### src/rtl/mem_arb_pkg.sv
// mem_arb_pkg: shared state encoding and line geometry for the memory arbiter.
package mem_arb_pkg;
    localparam int WORDS_PER_LINE = 8;
    localparam int WORD_BYTES = 2;
    typedef enum logic [1:0] {ARB_IDLE, ARB_I_FILL, ARB_D_FILL, ARB_D_WRITE} arb_state_t;
endpackage

### src/rtl/mem_arbiter_if.sv
// mem_arbiter_if: cache requester, memory and return signals of the memory arbiter.
interface mem_arbiter_if #(
    parameter int ADDR_W = 16,
    parameter int DATA_W = 16
);
    logic i_req;
    logic [ADDR_W-1:0] i_addr;
    logic d_req;
    logic d_wr;
    logic [ADDR_W-1:0] d_addr;
    logic [DATA_W-1:0] d_wdata;
    logic mem_en;
    logic mem_wr;
    logic [ADDR_W-1:0] mem_addr;
    logic [DATA_W-1:0] mem_wdata;
    logic [DATA_W-1:0] mem_rdata;
    logic mem_rvalid;
    logic i_grant;
    logic d_grant;
    logic i_rvalid;
    logic d_rvalid;
    logic [DATA_W-1:0] rdata;
    logic i_done;
    logic d_done;
    modport slave (
        input i_req, i_addr, d_req, d_wr, d_addr, d_wdata, mem_rdata, mem_rvalid,
        output mem_en, mem_wr, mem_addr, mem_wdata, i_grant, d_grant, i_rvalid, d_rvalid,
        rdata, i_done, d_done
    );
    modport master (
        output i_req, i_addr, d_req, d_wr, d_addr, d_wdata, mem_rdata, mem_rvalid,
        input mem_en, mem_wr, mem_addr, mem_wdata, i_grant, d_grant, i_rvalid, d_rvalid,
        rdata, i_done, d_done
    );
endinterface

### src/rtl/arb_word_counter.sv
// arb_word_counter: word counter with increment, clear and terminal-count flag.
module arb_word_counter #(
    parameter int CNT_W = 4,
    parameter int TC = 8
) (
    input  logic             clk,
    input  logic             rst,
    input  logic             clr,
    input  logic             inc,
    output logic [CNT_W-1:0] cnt,
    output logic             tc
);
    always_ff @(posedge clk) begin
        if (rst || clr) cnt <= '0;
        else if (inc) cnt <= cnt + 1'b1;
    end
    assign tc = cnt == CNT_W'(TC);
endmodule

### src/rtl/mem_arbiter.sv
// mem_arbiter: grants main memory to I-cache fills, D-cache fills or D-cache stores.
// Define MEM_ARB_ROUND_ROBIN_EN to alternate the winner on simultaneous requests.
module mem_arbiter
    import mem_arb_pkg::*;
#(
    parameter int ADDR_W = 16,
    parameter int DATA_W = 16,
    parameter int WORDS = WORDS_PER_LINE,
    parameter int CNT_W = 4
) (
    input logic clk,
    input logic rst,
    mem_arbiter_if.slave bus
);
    arb_state_t state, nxt;
    logic [ADDR_W-1:0] base;
    logic [DATA_W-1:0] wdata;
    logic [CNT_W-1:0] issue_cnt, ret_cnt;
    logic issue_tc, ret_tc, fill, ret, done, arb, req_i, req_d, pick_d, pick_i;

    assign fill = state == ARB_I_FILL || state == ARB_D_FILL;
    assign ret = fill && bus.mem_rvalid && !ret_tc;
    assign done = (ret && ret_cnt == CNT_W'(WORDS - 1)) || state == ARB_D_WRITE;
    assign arb = state == ARB_IDLE || done;
    // The finishing owner still holds its request during done; mask it so it is not re-granted.
    assign req_i = bus.i_req && !(done && state == ARB_I_FILL);
    assign req_d = bus.d_req && !(done && state != ARB_I_FILL);
`ifdef MEM_ARB_ROUND_ROBIN_EN
    logic last_d;
    assign pick_d = req_d && (!req_i || !last_d);
    always_ff @(posedge clk) begin
        if (rst) last_d <= 1'b0;
        else if (arb && (pick_d || pick_i)) last_d <= pick_d;
    end
`else
    assign pick_d = req_d;
`endif
    assign pick_i = req_i && !pick_d;
    assign nxt = pick_d ? (bus.d_wr ? ARB_D_WRITE : ARB_D_FILL) : (pick_i ? ARB_I_FILL : ARB_IDLE);

    always_ff @(posedge clk) begin
        if (rst) begin
            state <= ARB_IDLE;
            base <= '0;
            wdata <= '0;
        end else if (arb) begin
            state <= nxt;
            base <= pick_d ? bus.d_addr : bus.i_addr;
            wdata <= bus.d_wdata;
        end
    end

    arb_word_counter #(.CNT_W(CNT_W), .TC(WORDS)) u_issue (
        .clk(clk), .rst(rst), .clr(done), .inc(bus.mem_en && fill), .cnt(issue_cnt), .tc(issue_tc)
    );
    arb_word_counter #(.CNT_W(CNT_W), .TC(WORDS)) u_ret (
        .clk(clk), .rst(rst), .clr(done), .inc(ret), .cnt(ret_cnt), .tc(ret_tc)
    );

    assign bus.mem_en = (fill && !issue_tc) || state == ARB_D_WRITE;
    assign bus.mem_wr = state == ARB_D_WRITE;
    assign bus.mem_addr = !bus.mem_en ? '0 :
        (bus.mem_wr ? base : base + ADDR_W'(issue_cnt) * ADDR_W'(WORD_BYTES));
    assign bus.mem_wdata = bus.mem_wr ? wdata : '0;
    assign bus.i_grant = state == ARB_I_FILL;
    assign bus.d_grant = state == ARB_D_FILL || state == ARB_D_WRITE;
    assign bus.i_rvalid = ret && state == ARB_I_FILL;
    assign bus.d_rvalid = ret && state == ARB_D_FILL;
    assign bus.rdata = ret ? bus.mem_rdata : '0;
    assign bus.i_done = done && state == ARB_I_FILL;
    assign bus.d_done = done && state != ARB_I_FILL;
endmodule

### src/flat_wrapper.sv
// flat-port wrapper written by rule: the top's interface ports become plain ports
module mem_arbiter_flat import mem_arb_pkg::*;
#(
    parameter int ADDR_W = 16,
    parameter int DATA_W = 16,
    parameter int WORDS = WORDS_PER_LINE,
    parameter int CNT_W = 4
)
  (clk, rst, bus_i_req, bus_i_addr, bus_d_req, bus_d_wr, bus_d_addr, bus_d_wdata, bus_mem_rdata, bus_mem_rvalid, bus_mem_en, bus_mem_wr, bus_mem_addr, bus_mem_wdata, bus_i_grant, bus_d_grant, bus_i_rvalid, bus_d_rvalid, bus_rdata, bus_i_done, bus_d_done);
  mem_arbiter_if #(.ADDR_W(ADDR_W), .DATA_W(DATA_W)) bus_i ();
  input logic clk;
  input logic rst;
  input wire logic [$bits(bus_i.i_req)-1:0] bus_i_req;
  input wire logic [$bits(bus_i.i_addr)-1:0] bus_i_addr;
  input wire logic [$bits(bus_i.d_req)-1:0] bus_d_req;
  input wire logic [$bits(bus_i.d_wr)-1:0] bus_d_wr;
  input wire logic [$bits(bus_i.d_addr)-1:0] bus_d_addr;
  input wire logic [$bits(bus_i.d_wdata)-1:0] bus_d_wdata;
  input wire logic [$bits(bus_i.mem_rdata)-1:0] bus_mem_rdata;
  input wire logic [$bits(bus_i.mem_rvalid)-1:0] bus_mem_rvalid;
  output wire logic [$bits(bus_i.mem_en)-1:0] bus_mem_en;
  output wire logic [$bits(bus_i.mem_wr)-1:0] bus_mem_wr;
  output wire logic [$bits(bus_i.mem_addr)-1:0] bus_mem_addr;
  output wire logic [$bits(bus_i.mem_wdata)-1:0] bus_mem_wdata;
  output wire logic [$bits(bus_i.i_grant)-1:0] bus_i_grant;
  output wire logic [$bits(bus_i.d_grant)-1:0] bus_d_grant;
  output wire logic [$bits(bus_i.i_rvalid)-1:0] bus_i_rvalid;
  output wire logic [$bits(bus_i.d_rvalid)-1:0] bus_d_rvalid;
  output wire logic [$bits(bus_i.rdata)-1:0] bus_rdata;
  output wire logic [$bits(bus_i.i_done)-1:0] bus_i_done;
  output wire logic [$bits(bus_i.d_done)-1:0] bus_d_done;
  assign bus_i.i_req = bus_i_req;
  assign bus_i.i_addr = bus_i_addr;
  assign bus_i.d_req = bus_d_req;
  assign bus_i.d_wr = bus_d_wr;
  assign bus_i.d_addr = bus_d_addr;
  assign bus_i.d_wdata = bus_d_wdata;
  assign bus_i.mem_rdata = bus_mem_rdata;
  assign bus_i.mem_rvalid = bus_mem_rvalid;
  assign bus_mem_en = bus_i.mem_en;
  assign bus_mem_wr = bus_i.mem_wr;
  assign bus_mem_addr = bus_i.mem_addr;
  assign bus_mem_wdata = bus_i.mem_wdata;
  assign bus_i_grant = bus_i.i_grant;
  assign bus_d_grant = bus_i.d_grant;
  assign bus_i_rvalid = bus_i.i_rvalid;
  assign bus_d_rvalid = bus_i.d_rvalid;
  assign bus_rdata = bus_i.rdata;
  assign bus_i_done = bus_i.i_done;
  assign bus_d_done = bus_i.d_done;
  mem_arbiter #(.ADDR_W(ADDR_W), .DATA_W(DATA_W), .WORDS(WORDS), .CNT_W(CNT_W)) u_core (.clk(clk), .rst(rst), .bus(bus_i));
endmodule
### config.mk
export PLATFORM = sky130hd
export DESIGN_NAME = mem_arbiter_flat
export DESIGN_NICKNAME = d
export VERILOG_FILES = /design/src/rtl/mem_arb_pkg.sv /design/src/rtl/mem_arbiter_if.sv /design/src/rtl/arb_word_counter.sv /design/src/rtl/mem_arbiter.sv /design/src/flat_wrapper.sv
export SDC_FILE = /design/constraint.sdc
export NUM_CORES = 1
export LEC_CHECK = 0
export ABC_AREA = 1
export ABC_CLOCK_PERIOD_IN_PS = 1950
export CELL_PAD_IN_SITES_DETAIL_PLACEMENT = 1
export CELL_PAD_IN_SITES_GLOBAL_PLACEMENT = 1
export CORE_MARGIN = 1.5
export CORE_UTILIZATION = 26
export CTS_BUF_LIST = sky130_fd_sc_hd__clkbuf_2 sky130_fd_sc_hd__clkbuf_4 sky130_fd_sc_hd__clkbuf_8
export CTS_CLUSTER_SIZE = 40
export DETAILED_ROUTE_END_ITERATION = 10
export PLACE_DENSITY = 0.87
export SYNTH_ARGS = -nofsm -noshare
export SYNTH_HDL_FRONTEND = slang
export SYNTH_SLANG_ARGS = --single-unit
### constraint.sdc
create_clock -name clk -period 1.95 [get_ports clk]
set_clock_uncertainty 0.05 [all_clocks]
set_input_delay 0.39 -clock clk [delete_from_list [all_inputs] [get_ports clk]]
set_output_delay 0.39 -clock clk [all_outputs]
set_load 0.01 [all_outputs]
== Yosys cells after proc, flatten, opt, wreduce, memory -nomap -nowiden ==
Index checks and enable logic that the tools add are counted.

* Multiplexer cells: 8
* Add/sub/neg operators: 3
* Reduce and logical (&&, ||, !) cells: 24
* Equality and inequality tests: 7

{| class="wikitable"
|+ Operators by type and width
! cell !! number
|-
| $mux 16 || 5
|-
| $add 16x5->16 || 1
|-
| $logic_and 1x1->1 || 12
|-
| $add 4x1->4 const B || 2
|-
| $eq 4x4->1 const B || 2
|-
| $logic_or 1x1->1 || 6
|-
| $logic_not 1->1 || 5
|-
| $eq 2x2->1 const B || 2
|-
| $eq 4x3->1 const B || 1
|-
| $eq 2x1->1 const B || 1
|-
| $logic_not 2->1 || 1
|-
| $mux 1 || 2
|-
| $mux 2 || 1
|-
| $ne 2x1->1 const B || 1
|}

* Register bits after elaboration: 42
* Bits of input ports: 70
* Output and inout port bits: 56

== Logic depth before layout (Yosys ltp) ==
* Depth after elaboration: 13
* Mapped depth: 12

== Cells and area by module ==
Synthesis repeated with hierarchy kept, for this count alone.

* Cell total of the unflattened synthesis: 484
* Area, all modules: 2,950.3 µm²

{| class="wikitable"
|+ Modules (own cells, without submodules)
! module !! instances !! area each (µm²) !! cells each
|-
| mem_arbiter || 1 || 2,555.0 || 428
|-
| arb_word_counter || 2 || 197.7 || 28
|}

== Worst setup path before layout ==
No wires, ideal clock.

* Path kind: register to output
* Start: reg u_core.u_issue.cnt[0]
* End: out bus_mem_addr[7]
* Data arrival time: 1,688 ps
* Path slack: -178 ps
* Cell stages (with the launch flop): 9
* Cells stage by stage: dfxtp_1 > ha_1 > fa_1 > nand3_1 > nand3_2 > nand3_1 > nor2_2 > or2_1 > and2_1

* Cells in the longest elaborated chain, start to end: 5

{| class="wikitable"
|+ RTL lines
! what !! RTL line !! RTL
|-
| start: declaration || arb_word_counter.sv:10 || <nowiki>output logic [CNT_W-1:0] cnt,</nowiki>
|-
| start signal: assignment || arb_word_counter.sv:15 || <nowiki>else if (inc) cnt <= cnt + 1'b1;</nowiki>
|-
| branches (longest 4 deep; another with $add 16x5->16) || n/a ||
|-
| $mux 16 * || mem_arbiter.sv:62 || <nowiki>assign bus.mem_addr = !bus.mem_en ? '0 :</nowiki>
|-
| end: declaration || flat_wrapper.sv:23 || <nowiki>output wire logic [$bits(bus_i.mem_addr)-1:0] bus_mem_addr;</nowiki>
|}

Every way passes the cells marked *.

== Worst setup path after layout ==
* Start: reg u_core.u_issue.cnt[0]
* End: out bus_mem_addr[13]

Same word-level chain as after synthesis.

==> flow_summary.yaml <==
clock_network:
  cts_inserted_buffers: 5
  cts_max_level: 2
  insertion_delay_ns: 0.30
  cts_tree: "yes"
  cts.sinks: 42
  cts_root_buf: "clkbuf_8"
  cts_hold_buffers: 0
  clk_pin_slew_ns: 0.09
  clockBufferDepth: 2
timing:
  relSlewSlack_pct: 79.3
  fmax_mhz: 384
  fin_ws_ns: -0.652
  finalMaxSlewViolations: 0
  finalCriticalPeriod_ns: 2.60
  tns_ns: -24.97
  fin_crit_sh_pct: 133
  finalHoldViolCount: 0
  worst_slew_pin_slew_ns: 0.308
  setup_violations: 81
  rsz0062_at_grt: "true"
route:
  drcViolationCount: 0
  drtIter0Drc: 233
  detail_route.wl_per_cell_um: 22.4
  vias_per_cell: 4.96
  wl_mm: 19.6
  drtAntennaViolNets: 0
  drt-pass1-iter-count: 4
  num_vias: 4324
synthesis:
  netlist_area_sq_um: 2930
  synthTopCellsByArea: "dfxtp_1, nand2_1, inv_1"
  synth_top_area_share_pct: 28.7
  yosysMostFrequentCell: "nand2_1"
  ys_seq_elements: 42
  syn_inst: 487
  async_flop_share_pct: 0
  syn-num-nets: 570
  synth-seq-area-share_pct: 28.7
  synth_edf_count: 0
  synth_top_area_cell: "dfxtp_1"
  ys.flop_type: "dfxtp_1"
  yosys_warnings: 0
  yosys-top-cells-count: "nand2_1, inv_1, dfxtp_1"
  synth_cell_types: 32
  syn-mean-instance-area_sq_um: 6.01
global_routing:
  grt_first_pass_wirelength_mm: 23.5
  grt_pass1_vias: 4354
  gr-total-overflow: 0
  antenna_found_initial: 0
  grt_max_degree: 23
  grt_usage_pct: 25.9
power:
  p_leak_uw: 0.00335
  power.density_nw_per_um2: 833
  fin_total_pwr_uw: 5350
  peakVddDrop_mv: 0.412
floorplanning:
  chipHeight_um: 109
  core_area_sq_um: 10900
  die-area_sq_um: 11900
  io_pins: 126
  die-width_um: 109
  start_util_pct: 26.9
  rows: 38
setup_path:
  endpoint_kind: "primary output"
  cp_max_fo: 4
  crit_type: "flop to primary output"
  worstPathRequired_ns: 1.51
  crit_arrival_ns: 2.16
  crit_path_start_kind: "flop"
finish:
  diodes: 0
  nets: 814
  area_delta_synth_final_pct: 119
  layout-drive-gt1-share_pct: 47.5
  fillerInstances: 1312
  fin_util_pct: 58.9
run_status:
  violations: "negative setup slack"
  status: "finished with violations"
placed_design:
  hpwlAfterDp_mm: 8.99
  place_congestion: 0.839
  io_buffer_count: 125
  post-place-ws_ns: -0.585
run:
  maxCapViolations: 0
min_path:
  hp-class: "flop to flop"
## worst paths after layout
kind | startpoint | end | slack, ns | depth (start not counted)
min | u_core.wdata[2] | u_core.wdata[2] | 0.48 | 2
max reg2reg | u_core.state[0] | u_core.base[3] | -0.39 | 15
min reg2reg | u_core.wdata[2] | u_core.wdata[2] | 0.48 | 2
max | u_core.u_issue.cnt[0] | bus_mem_addr[13] | -0.65 | 10
## layout make-up
cell class	instances	area (sq um)	area share [%]
multi-input cells	308	2290	35.7
clock inverters	2	36.3	0.565
well taps	140	175	2.73
clock buffers	6	76.3	1.19
flip-flops and latches	42	861	13.4
repair buffers	252	2450	38.3
repair inverters	1	20.0	0.312
inverters	121	503	7.84
## cell families (layout without fill, tap and decap cells)
logic type               count (synthesis)  after routing  synth area share [%]
AO/OA/AOI/OAI                           73             73                  13.0
AND/OR/NAND/NOR                        218            219                  32.3
flip-flops                              42             42                  28.7
XOR/XNOR                                 3              3                 0.898
adder cells (fa/ha/maj)                 13             13                  5.82
buffers and inverters                  138            382                  19.3
## cells in the final DEF, fill, tap and decap left out, drive strengths merged, types with 2 or more instances in the layout
| master | n |
|---|---|
| ha | 12 |
| o21ai | 37 |
| a22o | 2 |
| nand4 | 8 |
| inv | 121 |
| nand3 | 38 |
| buf | 176 |
| clkbuf | 12 |
| xor2 | 2 |
| nand2 | 130 |
| clkinv | 2 |
| dfxtp | 42 |
| clkdlybuf4s50 | 69 |
| a21oi | 31 |
| nor2 | 38 |
| nor3 | 2 |
## timing repair
action                     4_1_cts  5_1_grt
hold endpoints to repair         0        0
setup endpoints to repair       89       87
pin swaps                       20       50
resized for setup              358      176
cloned                           7        7
setup buffers                   30       30
## metal layers
metal	global-route usage, %	part of all wire, %	vias up
li1	-	-	1960
met1	29.5	39	2126
met2	49.0	52	183
met3	4.24	4.7	55
met4	7.05	3.9	0
met5	0	0	-
## state kept, by name, summed over array words and instances (netlist names)
signal,count
u_core.base,16
u_core.wdata,16
u_core.u_issue.cnt,4
u_core.u_ret.cnt,4
u_core.state,2
## where the power goes
part	internal [uW]	switching [uW]	leakage [uW]	total, uW
clock network	398	340	0.0000591	738
logic	1670	1690	0.00294	3350
registers	1040	216	0.000352	1260
total	3110	2240	0.00335	5350
## stage by stage
step                hold WS (ns)  instance area [sq um]  std cells
detailed placement         0.487                   4820        800
global route               0.493                   6420        872
CTS                        0.490                   5550        844
floorplan                  0.409                   2960        487
finish                     0.484                   6420        872
global placement           0.467                   4820        800
## critical path: stages, from the launching register on
cell and delay, ns:
dfxtp_4 0.36, ha_4 0.17, fa_2 0.43, nand3_4 0.11
nand3_4 0.10, nand3_1 0.12, nand2_1 0.07, nand2_1 0.07
nand2_1 0.08, a21oi_2 0.16, buf_2 0.16
No activity file was read; power rests on OpenSTA's default activity.
